## src/rtl/de_pkg.sv

```systemverilog
// Shared types and constants for the dice roller.
// FSM states, LFSR definition and value widths.
package de_pkg;

  typedef enum logic [2:0] {
    ATTENTE,
    MODULO,
    SOMME,
    BCD,
    FINI
  } etat_t;

  localparam int LFSR_W = 16;
  // taps for x^16+x^14+x^13+x^11+1, left-shifting register
  localparam logic [LFSR_W-1:0] LFSR_TAPS = 16'hB400;
  localparam logic [LFSR_W-1:0] LFSR_SEED = 16'hACE1;
  localparam int VAL_W = 7;
  localparam int FACES_MAX = 100;

  function automatic logic [LFSR_W-1:0] lfsr_next(
    input logic [LFSR_W-1:0] s
  );
    return {s[LFSR_W-2:0], ^(s & LFSR_TAPS)};
  endfunction

endpackage

```

## src/rtl/bin_vers_bcd.sv

```systemverilog
// Sequential double-dabble: 7-bit binary to three BCD digits.
// Outputs change only on the cycle the conversion completes.
module bin_vers_bcd
  import de_pkg::*;
(
  input  logic             clk,
  input  logic             rst,
  input  logic             start,
  input  logic [VAL_W-1:0] bin,
  output logic             fini,
  output logic [3:0]       bcd100,
  output logic [3:0]       bcd10,
  output logic [3:0]       bcd1
);

  localparam int SH_W = 12 + VAL_W;

  logic [SH_W-1:0] r_sh;
  logic [2:0]      r_cnt;
  logic            r_busy;
  logic            r_fini;
  logic [3:0]      r_b100, r_b10, r_b1;
  logic [SH_W-1:0] w_next;

  always_comb begin
    w_next = r_sh;
    for (int n = 0; n < 3; n++) begin
      if (w_next[VAL_W+4*n +: 4] >= 4'd5)
        w_next[VAL_W+4*n +: 4] = w_next[VAL_W+4*n +: 4] + 4'd3;
    end
    w_next = w_next << 1;
  end

  always_ff @(posedge clk) begin
    if (rst) begin
      r_sh   <= '0;
      r_cnt  <= '0;
      r_busy <= 1'b0;
      r_fini <= 1'b0;
      r_b100 <= '0;
      r_b10  <= '0;
      r_b1   <= '0;
    end else begin
      r_fini <= 1'b0;
      if (start) begin
        r_sh   <= {12'd0, bin};
        r_cnt  <= 3'd7;
        r_busy <= 1'b1;
      end else if (r_busy) begin
        r_sh  <= w_next;
        r_cnt <= r_cnt - 3'd1;
        if (r_cnt == 3'd1) begin
          r_busy <= 1'b0;
          r_fini <= 1'b1;
          r_b100 <= w_next[VAL_W+8 +: 4];
          r_b10  <= w_next[VAL_W+4 +: 4];
          r_b1   <= w_next[VAL_W +: 4];
        end
      end
    end
  end

  assign fini   = r_fini;
  assign bcd100 = r_b100;
  assign bcd10  = r_b10;
  assign bcd1   = r_b1;

endmodule

```

## src/rtl/lancer_de.sv

```systemverilog
// Dice roller: LFSR sample reduced modulo the face count,
// offset by the minimum face, then converted to BCD.
module lancer_de
  import de_pkg::*;
(
  input  logic             clk,
  input  logic             rst,
  input  logic             lancer,
  input  logic [VAL_W-1:0] min_de,
  input  logic [VAL_W-1:0] faces_de,
  output logic [VAL_W-1:0] resultat,
  output logic [3:0]       bcd100,
  output logic [3:0]       bcd10,
  output logic [3:0]       bcd1,
  output logic             pret,
  output logic             occupe
);

  etat_t             r_etat;
  logic [LFSR_W-1:0] r_lfsr;
  logic              r_prev;
  logic [VAL_W-1:0]  r_min;
  logic [VAL_W-1:0]  r_faces;
  logic [7:0]        r_reste;
  logic [VAL_W-1:0]  r_res;
  logic              r_pret;

  logic             w_start;
  logic             w_go_bcd;
  logic             w_fini;
  logic [7:0]       w_faces;
  logic [VAL_W-1:0] w_sum;

  assign w_start  = (r_etat == ATTENTE) & lancer & ~r_prev;
  assign w_go_bcd = (r_etat == SOMME);
  assign w_faces  = {1'b0, r_faces};
  // low 7 bits of the 8-bit sum: the truncation is the same
  assign w_sum    = r_min + r_reste[VAL_W-1:0];

  always_ff @(posedge clk) begin
    if (rst) begin
      r_etat  <= ATTENTE;
      r_lfsr  <= LFSR_SEED;
      r_prev  <= 1'b1;
      r_min   <= '0;
      r_faces <= '0;
      r_reste <= '0;
      r_res   <= '0;
      r_pret  <= 1'b0;
    end else begin
      r_prev <= lancer;
      r_lfsr <= lfsr_next(r_lfsr);
      unique case (r_etat)
        ATTENTE: begin
          if (w_start) begin
            r_min   <= min_de;
            r_faces <= faces_de;
            r_reste <= r_lfsr[7:0];
            r_pret  <= 1'b0;
            r_etat  <= MODULO;
          end
        end
        MODULO: begin
          if (r_faces == '0) begin
            r_reste <= '0;
            r_etat  <= SOMME;
          end else if (r_reste >= w_faces) begin
            r_reste <= r_reste - w_faces;
          end else begin
            r_etat <= SOMME;
          end
        end
        SOMME: begin
          r_res  <= w_sum;
          r_etat <= BCD;
        end
        BCD: begin
          if (w_fini) begin
            r_pret <= 1'b1;
            r_etat <= FINI;
          end
        end
        FINI:    r_etat <= ATTENTE;
        default: r_etat <= ATTENTE;
      endcase
    end
  end

  bin_vers_bcd u_bcd (
    .clk    (clk),
    .rst    (rst),
    .start  (w_go_bcd),
    .bin    (w_sum),
    .fini   (w_fini),
    .bcd100 (bcd100),
    .bcd10  (bcd10),
    .bcd1   (bcd1)
  );

  assign resultat = r_res;
  assign pret     = r_pret;
  assign occupe   = (r_etat == MODULO) | (r_etat == SOMME)
                  | (r_etat == BCD);

endmodule
```

## config.mk

```make
export PLATFORM = sky130hd
export DESIGN_NAME = lancer_de
export DESIGN_NICKNAME = d
export VERILOG_FILES = /design/src/rtl/de_pkg.sv /design/src/rtl/bin_vers_bcd.sv /design/src/rtl/lancer_de.sv
export SDC_FILE = /design/constraint.sdc
export NUM_CORES = 1
export LEC_CHECK = 0
export CORE_UTILIZATION = 40
export CTS_CLUSTER_SIZE = 12
export DETAILED_ROUTE_END_ITERATION = 8
export DONT_BUFFER_PORTS = 1
export GPL_TIMING_DRIVEN = 0
export HOLD_SLACK_MARGIN = 0.08
export PLACE_DENSITY = 0.56
export SLEW_MARGIN = 25
export SYNTH_ARGS = -nofsm -noshare
export SYNTH_HDL_FRONTEND = slang
export SYNTH_SLANG_ARGS = --single-unit
```

## constraint.sdc

```tcl
create_clock -name clk -period 5.36 [get_ports clk]
set_input_delay 0.536 -clock clk [delete_from_list [all_inputs] [get_ports clk]]
set_output_delay 0.536 -clock clk [all_outputs]
set_load 0.02 [all_outputs]
```

==> impl_results.md, run 1 <==
* Syn_nets at 507
* Crit-path max cell delay at between 400 and 500 ps
* Setup Fix Bufs, Post-CTS at 0
* Setup crit end kind: flip-flop
* WP data required at 5640 ps
* Post-synth top area cell: dfxtp_1
* RePlAce Congestion at 0.8601
* Via density at ~5.1
* Cells after Synth at ~470
* 1st-iter DRT viols at 67
* Area Growth Syn to Fin at 9.738%
* Routed via count at approximately 3100
* Final setup viols at 0
* Number of port buffers at 0
* DRC viols at 0
* CTS Root Cell: clkbuf_8
* Clk pwr share at 33.0%
* Critical path fanouts, max at 10
* Number of synthesized flops with an enable pin at 0
* Post-cts resize count at 0
* Fin util at a little under half
* R2r setup slk at approximately 2600 ps
* Worst clock skew at approximately 10 ps
* Vias in the first global route at slightly below 3000
* Die Ht at 102.1 um
* Async SR Flop Fraction at 0%
* Initial Utilization at between 40% and 50%
* CTS hold repair buffers at 0
* Slew margin rel. at roughly two fifths
* Area share of the largest cell type after synthesis at between 40% and 50%
* Maxcap violations at 0
* Comb pwr share at between 20% and 30%
* Sequential share of power at between 40 and 50%
* Clock transition at path regs at about 90 ps
* Top Ports at 38
* Reg2reg end: r_reste[2]$_SDFFE_PP0P_
* Initial antenna violation count at 0
* Fin. max-slew vios at 0
* Sw Pwr at 474.2 uW
* Commonest non-fill, non-tap cells in the layout: dfxtp_1, nand2_1, a21oi_1
* Fraction of layout cells with a size suffix above 1 at between 7 and 8%
* Synthesized area per cell at roughly 8.6 um2
* First-pass iteration count of the detailed router at 4
* Arr. time, crit path at approximately 3000 ps
* Area contributors post-synth: dfxtp_1, nand2_1, ha_1
* Hold Vio Cnt, Final at 0
* Max stage delay cell, worst path: clkbuf_1
* P_int at roughly 1100 uW
* WL per Instance at about 15 um
* Pleak at between 0.0015 and 0.002 uW
* First-pass GRT wire length at between 10 and 15 mm
* Distinct cells, synth at 50
* Sw Ratio at between 30 and 40%
* #FFs+latches synth at 86
* Post-placement cell area at 4175 um2
* Commonest non-fill, non-tap cell in the layout: dfxtp_1
* Worst IR Drop VDD at about 0.12 mV
* Clk buf depth at 2
* F_max at around 0.37 GHz
* DP Wirelength at around 6.6 mm
* Final #Nets at about 520
* DRT antenna net count at 0
* Core area at ~10000 um2
* # clock sinks at 86
* Fin crit period at 2722 ps
* CTS tree: done
* Grt total ovfl at 0
* FP Rows at 36
* Synth Cell Area at about 4000 um2
* Unrepaired setup endpoints after global routing: false
* CTS buffer count at 9
* Design area at 4399 um2
* Clock latency at the later pin of the worst-skew pair at ~370 ps
* Htree depth at 3
* R2R cell count at 9
* Final worst path period share at a little over 50%
* Power Density at approximately 360 nW/um2
* Hold_sp: lancer
* Largest net degree at the start of global routing at 15
* Final WL at ~9.1 mm
* Crit path cell chain: inv_1, ha_1, fa_1, nand2b_1, a211o_1, a31oi_2, clkbuf_1, nor2_1, a211oi_1
* Width of the die at between 100 and 150 um
* Diodes inserted at 0
* Critical R2R Launch: r_reste[0]$_SDFFE_PP0P_
* Synth Flop Type: dfxtp_1
* CP bufs+invs at 2
* Cell family contributing the most delay on the critical path: compound AO/OA/AOI/OAI gates
* Setup Crit Path Kind: flip-flop to flip-flop
* Hold path depth at 1
* Yosys warning total at 0
* Outcome: finished, final reports clean
* CP Launch Type: flip-flop
* Hold Crit Endpoint: r_prev$_SDFF_PP1_
* Actual slew at the worst max-slew pin at around 850 ps
* Die area at roughly 10000 um2
* Fin Setup TNS at 0 ps
* Seq/Total Area, Yosys at a little over two fifths
* Worst hold path class: primary input to flip-flop
* Overall routing resource usage at between 10% and 20%
==> kinds of logic after synthesis <==
family	after synthesis	share of synthesized area, %
flip-flops	86	42.95
adder cells (fa/ha/maj)	23	7.553
XOR/XNOR	12	2.622
AO/OA/AOI/OAI	113	17.85
multiplexers	16	4.151
AND/OR/NAND/NOR	167	19.51
buffers and inverters	50	5.368
==> worst max-delay path by stage <==
stage | startpoint | to | slack [ps] | depth (start not counted)
after floorplan | r_reste[0]$_SDFFE_PP0P_ | r_reste[7]$_SDFFE_PP0P_ | 3010 | 8
after global placement | r_reste[0]$_SDFFE_PP0P_ | r_reste[2]$_SDFFE_PP0P_ | 2700 | 9
after detailed placement | r_reste[0]$_SDFFE_PP0P_ | r_reste[2]$_SDFFE_PP0P_ | 2630 | 9
after CTS | r_reste[0]$_SDFFE_PP0P_ | r_reste[2]$_SDFFE_PP0P_ | 2610 | 9
after global routing | r_reste[0]$_SDFFE_PP0P_ | r_reste[2]$_SDFFE_PP0P_ | 2400 | 9
final | r_reste[0]$_SDFFE_PP0P_ | r_reste[2]$_SDFFE_PP0P_ | 2640 | 9
==> cells in the mapped netlist, drive strengths merged, types with 3 or more instances <==
library cell,n
a311oi,3
o21ai,16
or3,3
mux2,5
buf,7
xnor2,8
nand3,8
mux2i,11
nor3,6
clkbuf,17
nand2,71
and3,3
nor2,33
or2,8
a22oi,3
dfxtp,86
o21a,4
xor2,4
a31oi,5
ha,21
a32oi,3
nand2b,8
inv,26
a21o,6
a211oi,13
nor2b,16
a21oi,50
==> state kept, by name, summed over array words and instances (netlist names), 7 cells and up <==
register / cells
resultat: 7
u_bcd.r_sh: 19
r_min: 7
r_reste: 8
r_lfsr: 16
r_faces: 7
==> stage by stage <==
step                      instances  setup slack [ps]  hold WS [ps]  power, uW
final                           616              2638         269.2       1569
after global routing            616              2396         248.8       1655
after CTS                       616              2614         254.9       1582
after detailed placement        600              2629         394.2       1064
after global placement          600              2701         394.6       1059
after floorplan                 467              3011         389.5      989.0
==> layout make-up <==
| cell class | count | area [um2] |
|---|---|---|
| buffer | 24 | 117.6 |
| clock buffer | 11 | 141.4 |
| clock inverter | 5 | 82.58 |
| fill | 1008 | 5330 |
| inverter | 26 | 97.59 |
| multi-input combinational | 331 | 2072 |
| sequential | 86 | 1722 |
| tap | 133 | 166.4 |
==> metal layers <==
metal  global-route usage [%]  share of wire, %
met2                    29.22                46
met5                        0                 0
met1                    24.55                50
met4                    8.681               1.3
met3                    3.830               2.6
==> power by group through the flow <==
stage	Combinational [uW]	Clock (uW)	Sequential (uW)
after floorplan	261	0	728
after global placement	319	0	739
after detailed placement	325	0	740
after CTS	327	530	725
after global routing	368	555	732
final	327	518	725
(Power assumes the default switching activity.)
==> run 2: changes to the inputs <==
==> constraint.sdc (replaced) <==
create_clock -name clk -period 2.6 [get_ports clk]
set_input_delay 0.26 -clock clk [delete_from_list [all_inputs] [get_ports clk]]
set_output_delay 0.26 -clock clk [all_outputs]
set_load 0.02 [all_outputs]
==> impl_results.md, run 2 (synthesized netlist as in run 1, its figures left out) <==
* Outcome: finished, final reports clean
* Actual slew at the worst max-slew pin at ~850 ps
* Critical path fanouts, max at 5
* Power Density at between 700 and 800 nW/um2
* Fin. max-slew vios at 0
* Dpl cells at 600
* DP Wirelength at between 6 and 7 mm
* Area Growth Syn to Fin at 14.48%
* Most flops, register: u_bcd.r_sh
* DRC viols at 0
* Die area at roughly 10000 um2
* WP data required at 2890 ps
* Htree depth at 3
* WL per Instance at roughly 15 um
* PnR worst setup slack at approximately 210 ps
* CTS buffer count at 9
* F_max at around 0.42 GHz
* Maxcap violations at 0
* Setup Crit Path Kind: flip-flop to flip-flop
* Clock latency at the later pin of the worst-skew pair at roughly 360 ps
* RePlAce Congestion at approximately 0.86
* Fraction of layout cells with a size suffix above 1 at 8.383%
* Number of port buffers at 0
* Final worst path period share at approximately nine tenths
* CP Launch Type: flip-flop
* Overall routing resource usage at a little under a fifth
* Hold Vio Cnt, Final at 0
* Clk buf depth at 2
* Final WL at between 9 and 10 mm
* Commonest non-fill, non-tap cells in the layout: dfxtp_1, nand2_1, a21oi_1
* Grt total ovfl at 0
* Pleak at between 0.0015 and 0.002 uW
* Slew margin rel. at 41.70%
* Via density at between 5 and 6
* Die Ht at roughly 100 um
* Worst IR Drop VDD at approximately 0.26 mV
* Top Registers: u_bcd.r_sh: 19 flops, r_lfsr: 16 flops, r_reste: 8 flops
* Initial Utilization at 41.20%
* Post-place setup slack at -130.9 ps
* Initial antenna violation count at 0
* FP Rows at 36
* Worst hold path class: primary input to flip-flop
* Final #Nets at about 540
* Vias in the first global route at ~3000
* Core area at 9729 um2
* DRT antenna net count at 0
* Fin Setup TNS at 0 ps
* Clock transition at path regs at around 80 ps
* Fin util at between 40% and 50%
* Largest net degree at the start of global routing at 15
* Max reg flops at 19
* Worst clock skew at between 9 and 10 ps
* 1st-iter DRT viols at 86
* Arr. time, crit path at about 2700 ps
* Unrepaired setup endpoints after global routing: false
* CTS tree: done
* Commonest non-fill, non-tap cell in the layout: dfxtp_1
* First-pass GRT wire length at 14.74 mm
* Top Ports at 38
* First-pass iteration count of the detailed router at 4
* Routed via count at 3239
* Post-Layout Cell Count at 634
* Final setup viols at 0
* Width of the die at ~100 um
* Fin crit period at roughly 2400 ps
* # clock sinks at 86
* Setup crit end kind: flip-flop
* Diodes inserted at 0
* CTS Root Cell: clkbuf_8
[run 2: changes by cell type in the layout (fill, tap and decap cells not counted)]
cell / previous run / this run
buf_4: 1 / 4
nand2b_1: 8 / 7
clkbuf_2: 0 / 1
nand2b_4: 0 / 1
a31oi_2: 1 / 0
clkbuf_1: 18 / 17
a31oi_4: 0 / 1
dlygate4sd3_1: 0 / 15
[run 2: area by class of cell]
class / instances / area, um2
Clock inverter: 5 / 82.58
Timing Repair Buffer: 18 / 172.7
Tap cell: 133 / 166.4
Sequential cell: 86 / 1722
Inverter: 26 / 97.59
Buffer: 24 / 118.9
Clock buffer: 11 / 141.4
Multi-Input combinational cell: 331 / 2088
Fill cell: 990 / 5140
[run 2: where the power goes]
part | internal [uW] | switching (uW)
sequential | 1410 | 84.1
combinational | 311 | 411
clock | 568 | 499
[run 2: worst paths after layout]
| path | start | endpoint | slack [ps] | depth (start not counted) |
|---|---|---|---|---|
| setup / recovery | r_reste[0]$_SDFFE_PP0P_ | r_reste[7]$_SDFFE_PP0P_ | 210 | 8 |
| hold / removal | rst | r_etat[1]$_SDFFE_PP0P_ | 130 | 2 |
| setup reg to reg | r_reste[0]$_SDFFE_PP0P_ | r_reste[7]$_SDFFE_PP0P_ | 210 | 8 |
| hold reg to reg | r_lfsr[14]$_SDFF_PP0_ | r_lfsr[15]$_SDFF_PP1_ | 420 | 1 |
[run 2: repair_timing]
action	in CTS	in global routing
gates resized for setup	2	1
pin swaps	0	1
setup endpoints to repair	7	5
setup buffers	0	3
endpoints found under the hold margin	15	0
hold buffers	15	0
[run 2: routing by layer]
metal / vias up / track usage, % / wire length [um]
met2: 44 / 29.74 / 4288
li1: 1652 / - / -
met5: - / 0 / 0
met1: 1528 / 25.01 / 4552
met4: 0 / 8.571 / 202
met3: 15 / 3.625 / 244
[run 2: critical path, cell delays in order (launching register included)]
cell and delay (ps):
dfxtp_1 370, inv_1 60, ha_1 200, fa_1 390, nand2b_4 170, a211o_1 300, a31oi_4 230, or4b_1 460
a31oi_1 140
[run 2: stage by stage]
step / hold slack (ps) / power [uW] / cell area [um2]
6_report: 129.2 / 3283 / 4589
5_1_grt: 122.6 / 3461 / 4589
4_1_cts: 114.2 / 3289 / 4559
3_5_place_dp: 369.8 / 2194 / 4175
3_3_place_gp: 368.5 / 2182 / 4175
2_1_floorplan: 366.6 / 2039 / 4009
